===== src/rtl/cu_pkg.sv =====
// Shared opcodes, mode/step encodings, opcode classes and control-word layout
// for the Mini SRC hardwired control unit.
package cu_pkg;

  localparam int OP_W = 5;
  localparam int ST_W = 4;

  typedef logic [OP_W-1:0] op_t;
  typedef logic [ST_W-1:0] step_t;

  localparam op_t OP_LD   = 5'd0;
  localparam op_t OP_LDI  = 5'd1;
  localparam op_t OP_ST   = 5'd2;
  localparam op_t OP_ADD  = 5'd3;
  localparam op_t OP_SUB  = 5'd4;
  localparam op_t OP_AND  = 5'd5;
  localparam op_t OP_OR   = 5'd6;
  localparam op_t OP_SHR  = 5'd7;
  localparam op_t OP_SHRA = 5'd8;
  localparam op_t OP_SHL  = 5'd9;
  localparam op_t OP_ROR  = 5'd10;
  localparam op_t OP_ROL  = 5'd11;
  localparam op_t OP_ADDI = 5'd12;
  localparam op_t OP_ANDI = 5'd13;
  localparam op_t OP_ORI  = 5'd14;
  localparam op_t OP_MUL  = 5'd15;
  localparam op_t OP_DIV  = 5'd16;
  localparam op_t OP_NEG  = 5'd17;
  localparam op_t OP_NOT  = 5'd18;
  localparam op_t OP_BR   = 5'd19;
  localparam op_t OP_JR   = 5'd20;
  localparam op_t OP_JAL  = 5'd21;
  localparam op_t OP_IN   = 5'd22;
  localparam op_t OP_OUT  = 5'd23;
  localparam op_t OP_MFHI = 5'd24;
  localparam op_t OP_MFLO = 5'd25;
  localparam op_t OP_NOP  = 5'd26;
  localparam op_t OP_HALT = 5'd27;

  localparam step_t T0 = 4'd0;
  localparam step_t T1 = 4'd1;
  localparam step_t T2 = 4'd2;
  localparam step_t T3 = 4'd3;
  localparam step_t T4 = 4'd4;
  localparam step_t T5 = 4'd5;
  localparam step_t T6 = 4'd6;
  localparam step_t T7 = 4'd7;
  localparam step_t T8 = 4'd8;
  localparam step_t T9 = 4'd9;

  typedef enum logic [1:0] {
    M_RESET = 2'd0,
    M_RUN   = 2'd1,
    M_HALT  = 2'd2
  } mode_t;

  typedef enum logic [3:0] {
    C_NOP, C_ALU_RR, C_ALU_IMM, C_LDI, C_LD, C_ST, C_MULDIV, C_UNARY,
    C_BR, C_JR, C_JAL, C_IN, C_OUT, C_MFHI, C_MFLO, C_HALT
  } cls_t;

  // Field order matches the port concatenation in control_unit.
  typedef struct packed {
    logic gra, grb, grc, rin, rout, baout;
    logic yin, zin, zhighout, zlowout, hiin, hiout, loin, loout;
    logic pcin, pcout, incpc, irin;
    logic marin, mdrin, mdrout, read, memread, memwrite;
    logic inportout, outportin, conin, r15in;
    logic cout;
  } ctl_t;

  function automatic step_t last_step(cls_t c);
    case (c)
      C_ALU_RR, C_ALU_IMM, C_LDI: return T6;
      C_LD:                       return T9;
      C_ST:                       return T8;
      C_MULDIV, C_BR:             return T7;
      C_UNARY, C_JAL:             return T5;
      default:                    return T4;
    endcase
  endfunction

endpackage


===== src/rtl/cu_decode.sv =====
// Combinational opcode-to-class decoder; unknown opcodes fall into the nop class.
module cu_decode
  import cu_pkg::*;
(
  input  op_t  op,
  output cls_t cls
);

  always_comb begin
    cls = C_NOP;
    case (op)
      OP_ADD, OP_SUB, OP_AND, OP_OR, OP_SHR, OP_SHRA,
      OP_SHL, OP_ROR, OP_ROL:        cls = C_ALU_RR;
      OP_ADDI, OP_ANDI, OP_ORI:      cls = C_ALU_IMM;
      OP_LDI:                        cls = C_LDI;
      OP_LD:                         cls = C_LD;
      OP_ST:                         cls = C_ST;
      OP_MUL, OP_DIV:                cls = C_MULDIV;
      OP_NEG, OP_NOT:                cls = C_UNARY;
      OP_BR:                         cls = C_BR;
      OP_JR:                         cls = C_JR;
      OP_JAL:                        cls = C_JAL;
      OP_IN:                         cls = C_IN;
      OP_OUT:                        cls = C_OUT;
      OP_MFHI:                       cls = C_MFHI;
      OP_MFLO:                       cls = C_MFLO;
      OP_HALT:                       cls = C_HALT;
      default:                       cls = C_NOP;
    endcase
  end

endmodule


===== src/rtl/control_unit.sv =====
// Hardwired Moore control sequencer for the Mini SRC single-bus datapath.
// Optional single-step gating at T0 is enabled by defining CU_SINGLE_STEP_EN.
module control_unit
  import cu_pkg::*;
#(
  parameter int IR_W     = 32,
  parameter int OPCODE_W = OP_W,
  parameter int STEP_W   = ST_W
) (
  input  logic                clock,
  input  logic                clear,
  input  logic [IR_W-1:0]     ir,
  input  logic                con_ff,
  input  logic                stop,
`ifdef CU_SINGLE_STEP_EN
  input  logic                step,
`endif
  output logic                run,
  output logic                Gra, Grb, Grc, Rin, Rout, BAout,
  output logic                Yin, Zin, Zhighout, Zlowout, Hiin, Hiout, LOin, LOout,
  output logic                PCin, PCout, IncPC, IRin,
  output logic                MARin, MDRin, MDRout, Read, memRead, memWrite,
  output logic                InPortOut, OutPortIn, CONin, R15in,
  output logic                Cout,
  output logic [OPCODE_W-1:0] alu_op
);

  mode_t             mode_q, mode_n;
  logic [STEP_W-1:0] step_q, step_n;
  op_t               op_q, cur_op;
  cls_t              cls;
  ctl_t              ctl;
  op_t               alu;
  logic              active;
  logic              go_q;
  logic              unused_ir;

  assign unused_ir = ^ir[IR_W-OPCODE_W-1:0];

  // IR is written at the end of T3, so T4 decodes the live IR and later steps
  // use the copy captured at the T4 edge.
  assign cur_op = (step_q == T4) ? op_t'(ir[IR_W-1 -: OPCODE_W]) : op_q;

  cu_decode u_decode (.op(cur_op), .cls(cls));

`ifdef CU_SINGLE_STEP_EN
  logic go_n;
`else
  assign go_q = 1'b1;
`endif

  always_ff @(posedge clock) begin
    if (clear) begin
      mode_q <= M_RESET;
      step_q <= '0;
      op_q   <= OP_NOP;
`ifdef CU_SINGLE_STEP_EN
      go_q   <= 1'b0;
`endif
    end else begin
      mode_q <= mode_n;
      step_q <= step_n;
      if (mode_q == M_RUN && step_q == T4) op_q <= cur_op;
`ifdef CU_SINGLE_STEP_EN
      go_q   <= go_n;
`endif
    end
  end

  always_comb begin
    mode_n = mode_q;
    step_n = step_q;
`ifdef CU_SINGLE_STEP_EN
    go_n   = go_q;
`endif
    case (mode_q)
      M_RESET: begin
        mode_n = M_RUN;
        step_n = '0;
      end
      M_RUN: begin
        if (step_q == T0) begin
          if (stop) begin
            mode_n = M_HALT;
          end else if (go_q) begin
            step_n = T1;
          end
`ifdef CU_SINGLE_STEP_EN
          else begin
            go_n = step;
          end
`endif
        end else if (step_q == T4 && cls == C_HALT) begin
          mode_n = M_HALT;
          step_n = '0;
        end else if (step_q >= T4 && step_q == last_step(cls)) begin
          step_n = '0;
`ifdef CU_SINGLE_STEP_EN
          go_n   = 1'b0;
`endif
        end else begin
          step_n = step_q + 1'b1;
        end
      end
      default: ;
    endcase
  end

  // A waiting T0 (single-step build) behaves like an idle state: nothing driven.
  assign active = (mode_q == M_RUN) && (go_q || step_q != T0);

  always_comb begin
    ctl = '0;
    alu = active ? OP_ADD : '0;
    if (active) begin
      case (step_q)
        T0: begin ctl.pcout = 1'b1; ctl.marin = 1'b1; ctl.incpc = 1'b1; ctl.zin = 1'b1; end
        T1: begin ctl.zlowout = 1'b1; ctl.pcin = 1'b1; ctl.memread = 1'b1; end
        T2: begin ctl.memread = 1'b1; ctl.read = 1'b1; ctl.mdrin = 1'b1; end
        T3: begin ctl.mdrout = 1'b1; ctl.irin = 1'b1; end
        default: begin
          case (cls)
            C_ALU_RR, C_ALU_IMM: begin
              case (step_q)
                T4: begin ctl.grb = 1'b1; ctl.rout = 1'b1; ctl.yin = 1'b1; end
                T5: begin
                  ctl.zin = 1'b1;
                  alu     = cur_op;
                  if (cls == C_ALU_IMM) ctl.cout = 1'b1;
                  else begin ctl.grc = 1'b1; ctl.rout = 1'b1; end
                end
                T6: begin ctl.zlowout = 1'b1; ctl.gra = 1'b1; ctl.rin = 1'b1; end
                default: ;
              endcase
            end
            C_LDI, C_LD, C_ST: begin
              case (step_q)
                T4: begin ctl.grb = 1'b1; ctl.baout = 1'b1; ctl.yin = 1'b1; end
                T5: begin ctl.cout = 1'b1; ctl.zin = 1'b1; end
                T6: begin
                  ctl.zlowout = 1'b1;
                  if (cls == C_LDI) begin ctl.gra = 1'b1; ctl.rin = 1'b1; end
                  else ctl.marin = 1'b1;
                end
                T7: begin
                  if (cls == C_LD) ctl.memread = 1'b1;
                  if (cls == C_ST) begin ctl.gra = 1'b1; ctl.rout = 1'b1; ctl.mdrin = 1'b1; end
                end
                T8: begin
                  if (cls == C_LD) begin ctl.memread = 1'b1; ctl.read = 1'b1; ctl.mdrin = 1'b1; end
                  if (cls == C_ST) ctl.memwrite = 1'b1;
                end
                T9: if (cls == C_LD) begin ctl.mdrout = 1'b1; ctl.gra = 1'b1; ctl.rin = 1'b1; end
                default: ;
              endcase
            end
            C_MULDIV: begin
              case (step_q)
                T4: begin ctl.gra = 1'b1; ctl.rout = 1'b1; ctl.yin = 1'b1; end
                T5: begin ctl.grb = 1'b1; ctl.rout = 1'b1; ctl.zin = 1'b1; alu = cur_op; end
                T6: begin ctl.zlowout = 1'b1; ctl.loin = 1'b1; end
                T7: begin ctl.zhighout = 1'b1; ctl.hiin = 1'b1; end
                default: ;
              endcase
            end
            C_UNARY: begin
              case (step_q)
                T4: begin ctl.grb = 1'b1; ctl.rout = 1'b1; ctl.zin = 1'b1; alu = cur_op; end
                T5: begin ctl.zlowout = 1'b1; ctl.gra = 1'b1; ctl.rin = 1'b1; end
                default: ;
              endcase
            end
            C_BR: begin
              case (step_q)
                T4: begin ctl.gra = 1'b1; ctl.rout = 1'b1; ctl.conin = 1'b1; end
                T5: begin ctl.pcout = 1'b1; ctl.yin = 1'b1; end
                T6: begin ctl.cout = 1'b1; ctl.zin = 1'b1; end
                T7: begin ctl.zlowout = 1'b1; ctl.pcin = con_ff; end
                default: ;
              endcase
            end
            C_JR: if (step_q == T4) begin ctl.gra = 1'b1; ctl.rout = 1'b1; ctl.pcin = 1'b1; end
            C_JAL: begin
              if (step_q == T4) begin ctl.pcout = 1'b1; ctl.r15in = 1'b1; end
              if (step_q == T5) begin ctl.gra = 1'b1; ctl.rout = 1'b1; ctl.pcin = 1'b1; end
            end
            C_IN:   if (step_q == T4) begin ctl.inportout = 1'b1; ctl.gra = 1'b1; ctl.rin = 1'b1; end
            C_OUT:  if (step_q == T4) begin ctl.gra = 1'b1; ctl.rout = 1'b1; ctl.outportin = 1'b1; end
            C_MFHI: if (step_q == T4) begin ctl.hiout = 1'b1; ctl.gra = 1'b1; ctl.rin = 1'b1; end
            C_MFLO: if (step_q == T4) begin ctl.loout = 1'b1; ctl.gra = 1'b1; ctl.rin = 1'b1; end
            default: ;
          endcase
        end
      endcase
    end
  end

  assign run    = (mode_q == M_RUN);
  assign alu_op = OPCODE_W'(alu);
  assign {Gra, Grb, Grc, Rin, Rout, BAout,
          Yin, Zin, Zhighout, Zlowout, Hiin, Hiout, LOin, LOout,
          PCin, PCout, IncPC, IRin,
          MARin, MDRin, MDRout, Read, memRead, memWrite,
          InPortOut, OutPortIn, CONin, R15in, Cout} = ctl;

  a_one_bus_driver: assert property (@(posedge clock) disable iff (clear)
    $onehot0({ctl.rout, ctl.baout, ctl.zhighout, ctl.zlowout, ctl.hiout,
              ctl.loout, ctl.pcout, ctl.mdrout, ctl.inportout, ctl.cout}));

endmodule


===== config.mk =====
export PLATFORM = sky130hd
export DESIGN_NAME = control_unit
export DESIGN_NICKNAME = d
export VERILOG_FILES = /design/src/rtl/cu_pkg.sv /design/src/rtl/cu_decode.sv /design/src/rtl/control_unit.sv
export SDC_FILE = /design/constraint.sdc
export NUM_CORES = 1
export LEC_CHECK = 0
export BUFFER_PORTS_ARGS = -buffer_cell sky130_fd_sc_hd__buf_4
export CAP_MARGIN = 20
export CORE_MARGIN = 1
export CORE_UTILIZATION = 32
export DETAILED_ROUTE_END_ITERATION = 10
export SLEW_MARGIN = 20
export SYNTH_ARGS = -nofsm -noshare
export SYNTH_HDL_FRONTEND = slang
export SYNTH_SLANG_ARGS = --single-unit

===== constraint.sdc =====
create_clock -name clock -period 4.7 [get_ports clock]
set_input_delay 0 -clock clock [delete_from_list [all_inputs] [get_ports clock]]
set_output_delay 0 -clock clock [all_outputs]
set_load 0.005 [all_outputs]

==> results by stage, run 1 <==
Floorplanning:
- The overall die area is between 6000 and 7000 um^2.
- The die is roughly 81 um wide.
- The vertical die dimension is 80.9 um.
- The I/O pin total is 71.
- Row generation in the floorplan step produced 28 rows.
- The core box area is 5960 um^2.
- The initial core utilization is 33.4%.

Critical path:
- The most numerous cell type found on the critical path is sky130_fd_sc_hd__nor2_1.
- The slowest stage of the critical path is the sky130_fd_sc_hd__a221o_1 cell.
- The nature of the critical path startpoint is a register.
- The maximum cell stage delay along the critical path is 0.51 ns.
- Together, buffers and inverters on the worst path number 3.
- Walking the worst path, the cells encountered are inv_1 > ha_1 > and3b_2 > mux2i_1 > inv_1 > ha_1 > mux2_2 > a221o_1 > nor2_1 > nand2_1 > nor2_1 > nor2_1 > a31oi_1 > buf_4.
- The critical path is of the register to output port type.
- Among cell families on the critical path, the largest total delay comes from simple AND/OR/NAND/NOR gates.
- The endpoint type of the worst setup path is an output port.
- The maximum fanout along the worst path is 11.
- The critical path arrival is roughly 4.4 ns.
- At the worst endpoint, the required time is about 4.7 ns.

Synthesis:
- The post-synthesis sequential element count is 11.
- The total of warnings raised by yosys is 0.
- A synthesized cell averages approximately 6.7 um^2.
- The number of enable-type register cells in the synthesized netlist is 0.
- The flip-flop cell with the highest count after synthesis is sky130_fd_sc_hd__dfxtp_1.
- The netlist uses 64 different library cells.
- Synthesis produced between 200 and 300 cells.
- The number of nets in the synthesized netlist is roughly 340.
- The fraction of registers with async set/reset is 0%.
- The cell area after technology mapping is between 1500 and 2000 um^2.
- The sequential-to-total area share from yosys stat is 11.1%.

Global route:
- The first global-routing pass estimated 10400 um of wire.
- Entering global routing, the biggest net connects 21 pins.
- The via count of the first global-routing pass came to 2100.
- In the global route stage, overall resource usage came out at 20.1%.
- The number of antenna violations at the first check in global routing is 0.
- After global routing the overflow that remains totals 0.

Drt:
- In the detailed route, the total length drawn on met2 is 2950 um.
- The remaining routing DRC violations is 0.
- The total detailed-routing wirelength is between 6000 and 7000 um.
- The residual antenna-violating net count after detailed routing is 0.
- In this run, the number of DRC markers left after iteration 0 of detailed routing was around 250.
- The number of detailed-routing iterations run before antenna repair is 5.
- Summing over every cut layer, the via total after detailed routing is ~2400.
- The met1 wire length is ~3000 um.
- The length of routed met3 wiring is just under 500 um.
- After detailed routing, the average wire length per cell comes to between 15 and 20 um.
- After detailed routing, the number of vias per cell comes to roughly 5.9.
- Routed signal wires occupy layers up through met4.

Run status:
- The flow ran to the end, and the final reports show no timing, DRC or antenna violations.

Clock tree:
- The number of buffers added by the clock tree synthesis step is 3.
- The setup fix buffers added after clock tree synthesis is 0.
- The clock slew at the register clock pins of the worst setup and hold paths is around 0.050 ns.
- TritonCTS built the clock tree.
- Clock latency on the worst-skew pair, taken at its later pin, is 0.24 ns.
- The clock sink count is 11.
- The number of H-tree levels is 1.
- Counting along the longest clock path gives a buffer depth of 2.
- The clock root buffer is sky130_fd_sc_hd__clkbuf_8.

Finish:
- The area growth from synthesis to layout is 19.4%.
- The library cell used most frequently in the layout, excluding fill and tap cells, is sky130_fd_sc_hd__buf_4.
- With fillers left out, the area of the finished cells amounts to approximately 2400 um^2.
- Once layout is complete, the cells apart from fillers number approximately 400.
- The library cells used most frequently in the layout, excluding fill and tap cells, are 48 x sky130_fd_sc_hd__buf_4, 43 x sky130_fd_sc_hd__nand2_1, 33 x sky130_fd_sc_hd__nor2_1.
- The repair_antennas step left the layout with diodes totalling 0.
- The net count of the finished layout is approximately 370.
- The post-route netlist has 23.3% of its cells at a drive strength greater than 1.

Pwr:
- Per report_power, the sequential group accounts for 28.2% of the total.
- The share of total power consumed by net switching is between 30% and 40%.
- The internal power contribution is between 200 and 300 uW.
- Combinational logic is responsible for 48.3% of the overall power.
- The switching component of the power is between 150 and 200 uW.
- The clock network fraction of total power is a little under a quarter.
- The highest ir drop seen on vdd is roughly 190 uV.
- Power spread over the standard cell area amounts to between 150 and 200 nW/um^2.
- The static leakage power is roughly 0.92 nW.

Worst hold path:
- The path category of the worst min-delay check is input port to register.

Timing:
- The number of hold violations in the final report came to 0.
- The worst clock skew on the final layout is between 0.004 and 0.005 ns.
- The number of setup violations in the final report is 0.
- Setup slack closes at around 0.32 ns.
- The max-slew violation count is 0.
- The minimum clock period is 4.38 ns.
- The final critical path takes up between 90 and 100% of the cycle.
- The max-slew headroom at the worst pin is roughly 65%.
- Setup repair after global routing left no endpoint under its margin.
- Timing would allow up to 0.228 GHz.
- At the pin with the least slew margin, the transition time is between 0.5 and 0.6 ns.
- The final hold slack is a little under 0.007 ns.
- For the final routed database, the setup TNS stands at 0 ns.

Place:
- After legalization and detailed placement, the total HPWL measured around 4800 um.
- Prior to clock tree synthesis, the placed netlist has a worst setup slack of 0.548 ns.
- The final RePlAce weighted congestion is between 0.9 and 1.
- Buffers placed on the I/O ports in this run total 43.
- The instance count after placement with tap cells included is between 300 and 400.
- The total cell area at the placement stage is between 2000 and 2500 um^2.

Flow run:
- The tool flagged a number of max-cap violations equal to 0.
[sequential cells by signal, indices dropped and copies added, names as in the netlist]
register  count
op_q          5
step_q        4
mode_q        2
[routing by layer]
layer / up-vias / GRT usage [%]
met5: - / 0
met4: 0 / 5.71
li1: 1155 / -
met2: 113 / 31.8
met1: 1103 / 29.2
met3: 11 / 0.899
[logic make-up after synthesis]
group	Yosys count	share of synthesized area (%)
compound gates	88	31.6
simple gates	144	36.1
xor+xnor	2	0.880
mux	12	6.60
buf+inv	33	8.05
fa+ha+maj	9	5.66
flops	11	11.1
[area by class of cell]
class	count	area, um^2
Sequential cell	11	220
Fill cell	657	3580
Clock buffer	4	45.0
Multi-Input combinational cell	255	1620
Inverter	7	26.3
Timing Repair Buffer	49	370
Tap cell	75	93.8
[worst reg2reg max path, cell delays in order (launching register included)]
cell and delay (ns):
sky130_fd_sc_hd__dfxtp_1 0.37, sky130_fd_sc_hd__inv_1 0.14, sky130_fd_sc_hd__ha_1 0.39, sky130_fd_sc_hd__and3b_2 0.39, sky130_fd_sc_hd__mux2i_1 0.35, sky130_fd_sc_hd__inv_1 0.13
sky130_fd_sc_hd__ha_1 0.34, sky130_fd_sc_hd__mux2_2 0.35, sky130_fd_sc_hd__a221o_1 0.51, sky130_fd_sc_hd__and2_4 0.25, sky130_fd_sc_hd__o211a_1 0.23, sky130_fd_sc_hd__o211ai_2 0.23
sky130_fd_sc_hd__nand2_1 0.12, sky130_fd_sc_hd__a221oi_2 0.24
[worst paths after layout]
path / from / end / slack [ns] / depth (start not counted)
setup / recovery: step_q[0] / Gra / 0.32 / 14
hold / removal: ir[31] / op_q[4] / 0.007 / 3
setup reg to reg: step_q[0] / step_q[0] / 0.56 / 13
hold reg to reg: op_q[1] / op_q[1] / 0.50 / 2
[synthesized netlist by cell type (6+ instances only)]
| library cell | instances | area, um^2 |
|---|---|---|
| sky130_fd_sc_hd__nand3_1 | 6 | 30.0 |
| sky130_fd_sc_hd__clkbuf_1 | 14 | 52.6 |
| sky130_fd_sc_hd__and3_1 | 6 | 37.5 |
| sky130_fd_sc_hd__a31oi_1 | 7 | 43.8 |
| sky130_fd_sc_hd__nand4_1 | 6 | 37.5 |
| sky130_fd_sc_hd__mux2i_1 | 6 | 60.1 |
| sky130_fd_sc_hd__nor2_1 | 33 | 124 |
| sky130_fd_sc_hd__nand2_1 | 43 | 161 |
| sky130_fd_sc_hd__a21oi_1 | 23 | 115 |
| sky130_fd_sc_hd__ha_1 | 9 | 113 |
| sky130_fd_sc_hd__nand3b_1 | 6 | 45.0 |
| sky130_fd_sc_hd__o21ai_0 | 11 | 55.1 |
| sky130_fd_sc_hd__nor3_1 | 13 | 65.1 |
| sky130_fd_sc_hd__inv_1 | 7 | 26.3 |
| sky130_fd_sc_hd__dfxtp_1 | 11 | 220 |
[power by group through the flow]
stage                     Combinational (mW)  Clock [mW]  Sequential [mW]
after global routing                   0.223       0.103            0.119
final                                  0.202      0.0983            0.118
after global placement                 0.197           0            0.120
after floorplan                        0.125           0            0.117
after CTS                              0.202      0.0999            0.118
after detailed placement               0.200           0            0.120
[repair_timing]
| item | 4_1_cts | 5_1_grt |
|---|---|---|
| hold buffers | 1 | 0 |
| hold endpoints to repair | 1 | 0 |
| setup endpoints to repair | 0 | 8 |
| gates resized for setup | 0 | 3 |
[stage by stage]
stage | power [mW] | util [%]
after floorplan | 0.242 | -
after global placement | 0.317 | 38.8
after detailed placement | 0.320 | 38.8
after CTS | 0.419 | 39.7
after global routing | 0.446 | 39.9
final | 0.418 | 39.9
Power figures use the tool's default switching activity.
==> run 2, diff against run 1 <==
Settings changed: CTS_BUF_LIST from default to sky130_fd_sc_hd__clkbuf_2.
==> run 2 against run 1 <==
Compared with the run above:
- critical path depth stayed put
- routed wire length is 1.5% lower
- cell count is 0.50% higher
- highest routed layer unchanged
- non-clock buffer count is 2 higher
==> results by stage, run 2 (synthesis results as in run 1) <==
Run status:
- The run finished with clean final reports.

Flow run:
- The max-capacitance violation count is 0.

Finish:
- The diode insertion count for antenna repair is 0.
- The number of flip-flops in the largest register is 5.
- The net count of the finished layout is 374.
- The largest registers in the layout are op_q: 5 flops, step_q: 4 flops, mode_q: 2 flops.
- The most common cell after layout, fill and taps aside is sky130_fd_sc_hd__buf_4.
- Counting flops per register, the top entry is op_q.
- The fill cell instance count of the final layout is ~660.
- Leaving out filler cells and counting taps, the final layout contains approximately 400.
- The final instance area is about 2400 um^2.
- In the layout the commonest cells are 48 x sky130_fd_sc_hd__buf_4, 43 x sky130_fd_sc_hd__nand2_1, 33 x sky130_fd_sc_hd__nor2_1.
- The fraction of layout instances using a drive strength above 1 is 23.5%.
- The area growth from synthesis to layout is 19.2%.

Clock tree:
- The clock slew at the register clock pins of the worst setup and hold paths is 0.11 ns.
- In this run, CTS created clock tree buffers numbering 3.
- The clock root buffer is sky130_fd_sc_hd__clkbuf_2.
- Buffers added to address setup during post-CTS repair amount to 0.
- In this run the number of H-tree levels came out at 1.
- TritonCTS built the clock tree.
- The clock sink count is 11.
- The clock passes through at most 2 buffers.
- The later pin in the worst-skew pair is clocked with a latency of 0.26 ns.

Timing:
- The maximum operating frequency is 0.227 GHz.
- In the post-route analysis, the smallest setup slack over all paths is slightly below 0.3 ns.
- The max-slew violation count was 0.
- The number of hold violations in the final report came to 0.
- Measured against its own limit, the worst slew margin works out to a little under two thirds.
- The actual slew at the worst max-slew pin is around 0.54 ns.
- Setup repair after global routing left no endpoint under its margin.
- Subtracting the final worst setup slack from the clock period gives roughly 4.4 ns.
- Setup total negative slack on the finished layout was measured at 0 ns.
- Across the routed clock network, the largest skew measured is 0.00180 ns.
- The number of setup violations in the final report is 0.
- The share of the cycle needed by the critical path after routing is between 90 and 100%.

Floorplanning:
- After floorplanning, the core was sized to cover 5960 um^2.
- The horizontal die dimension is around 80 um.
- For this design the top-level I/O count stands at 71.
- The overall die area is around 6500 um^2.
- The vertical die dimension is between 80 and 90 um.
- The initial core utilization is 33.4%.
- The row count is 28.

Drt:
- The remaining routing DRC violations is 0.
- In this run the remaining antenna-violating nets after routing total 0.
- Summed over all layers, the routed wires come to about 6400 um.
- The final route contains between 2000 and 2500 vias.
- The detailed router finished its first iteration with approximately 240 violations.
- Dividing the detail-routed wire length by the instance count gives roughly 16 um.
- The first detailed-routing pass took 7 iterations.
- Using the TritonRoute via totals, the vias-per-cell ratio works out to around 6.

Pwr:
- Summed over all cells, the static leakage comes to roughly 0.92 nW.
- The power per standard cell area is ~160 nW/um^2.
- Total power for the finished layout comes to 374 uW.
- The worst-case IR drop observed on VDD is about 180 uV.

Global route:
- The via count of the first global-routing pass is 2096.
- The number of antenna violations at the first check in global routing came to 0.
- The layer flagged by global routing as most heavily used is met2.
- Global routing used less than 1% of the available met3 tracks.
- For met1 alone, demand over resource in global routing was 29.1%.
- For this run, the total global-route usage over all layers was measured as 19.9%.
- The overall overflow remaining after global route is 0.
- The first-pass GRT wire length is between 10000 and 15000 um.
- Entering global routing, the biggest net connects 21 pins.
- The met2 demand-to-capacity share in global routing is 31.8%.

Critical path:
- The type of the worst setup path is register to output port.
- The setup check on the worst reg-to-reg path leaves a slack of 0.58 ns.
- STA classifies the critical path startpoint as a register.
- The required time of the critical path is between 4 and 5 ns.
- The endpoint type of the worst setup path is an output port.
- The critical path arrival is 4.40 ns.
- The maximum fanout along the worst path is 11.

Place:
- Including well taps, the total number of placed cells is roughly 400.
- The number of buffers inserted by port buffering is 43.
- The total cell area at the placement stage is approximately 2300 um^2.
- Detailed placement ended at an HPWL of 4770 um.
- The final RePlAce weighted congestion is 0.919.
- The post-place setup slack is 0.548 ns.

Worst hold path:
- The path category of the worst min-delay check is input port to register.
run 2: what timing repair did:
item,in CTS,in global routing
hold buffers,3,0
setup endpoints to repair,0,12
gates resized for setup,0,3
hold endpoints to repair,9,0
run 2: worst paths after layout:
kind / start / end / cells past startpoint
setup / recovery: step_q[0] / Gra / 14
hold / removal: ir[27] / op_q[0] / 3
setup reg to reg: step_q[0] / step_q[0] / 13
hold reg to reg: op_q[1] / op_q[1] / 2
run 2: metal layers:
layer  share of wire (%)  wire length, um
met3                 8.3              536
met1                  45             2910
met2                  45             2920
met4                 1.1               68
met5                   0                0
run 2: where the power goes:
part / leakage (nW) / internal, mW / switching, mW
combinational: 0.817 / 0.0907 / 0.111
sequential: 0.0894 / 0.104 / 0.0138
clock: 0.0166 / 0.0226 / 0.0323
total: 0.923 / 0.217 / 0.157
run 2: final cells by class:
class | count | area (um^2) | area share [%]
Sequential cell | 11 | 220 | 9.28
Timing Repair Buffer | 51 | 390 | 16.5
Multi-Input combinational cell | 255 | 1620 | 68.4
Tap cell | 75 | 93.8 | 3.96
Clock buffer | 4 | 20.0 | 0.844
Inverter | 7 | 26.3 | 1.11
run 2: critical path: stages (launching register included):
cell                      delay, ns
sky130_fd_sc_hd__dfxtp_1       0.38
sky130_fd_sc_hd__inv_1         0.14
sky130_fd_sc_hd__ha_1          0.39
sky130_fd_sc_hd__and3b_2       0.38
sky130_fd_sc_hd__mux2i_1       0.35
sky130_fd_sc_hd__inv_1         0.13
sky130_fd_sc_hd__ha_1          0.34
sky130_fd_sc_hd__mux2_2        0.35
sky130_fd_sc_hd__a221o_1       0.51
sky130_fd_sc_hd__nor2_1        0.36
sky130_fd_sc_hd__nand2_1       0.14
sky130_fd_sc_hd__nor2_1        0.27
sky130_fd_sc_hd__nor2_1        0.09
sky130_fd_sc_hd__a31oi_1       0.17
sky130_fd_sc_hd__buf_4         0.14
run 2: stage by stage:
stage          hold slack [ns]  util (%)
4_1_cts                 0.0101      39.6
3_5_place_dp             0.245      38.8
5_1_grt                 0.0125      39.8
3_3_place_gp             0.237      38.8
6_report                0.0209      39.8
2_1_floorplan            0.115         -
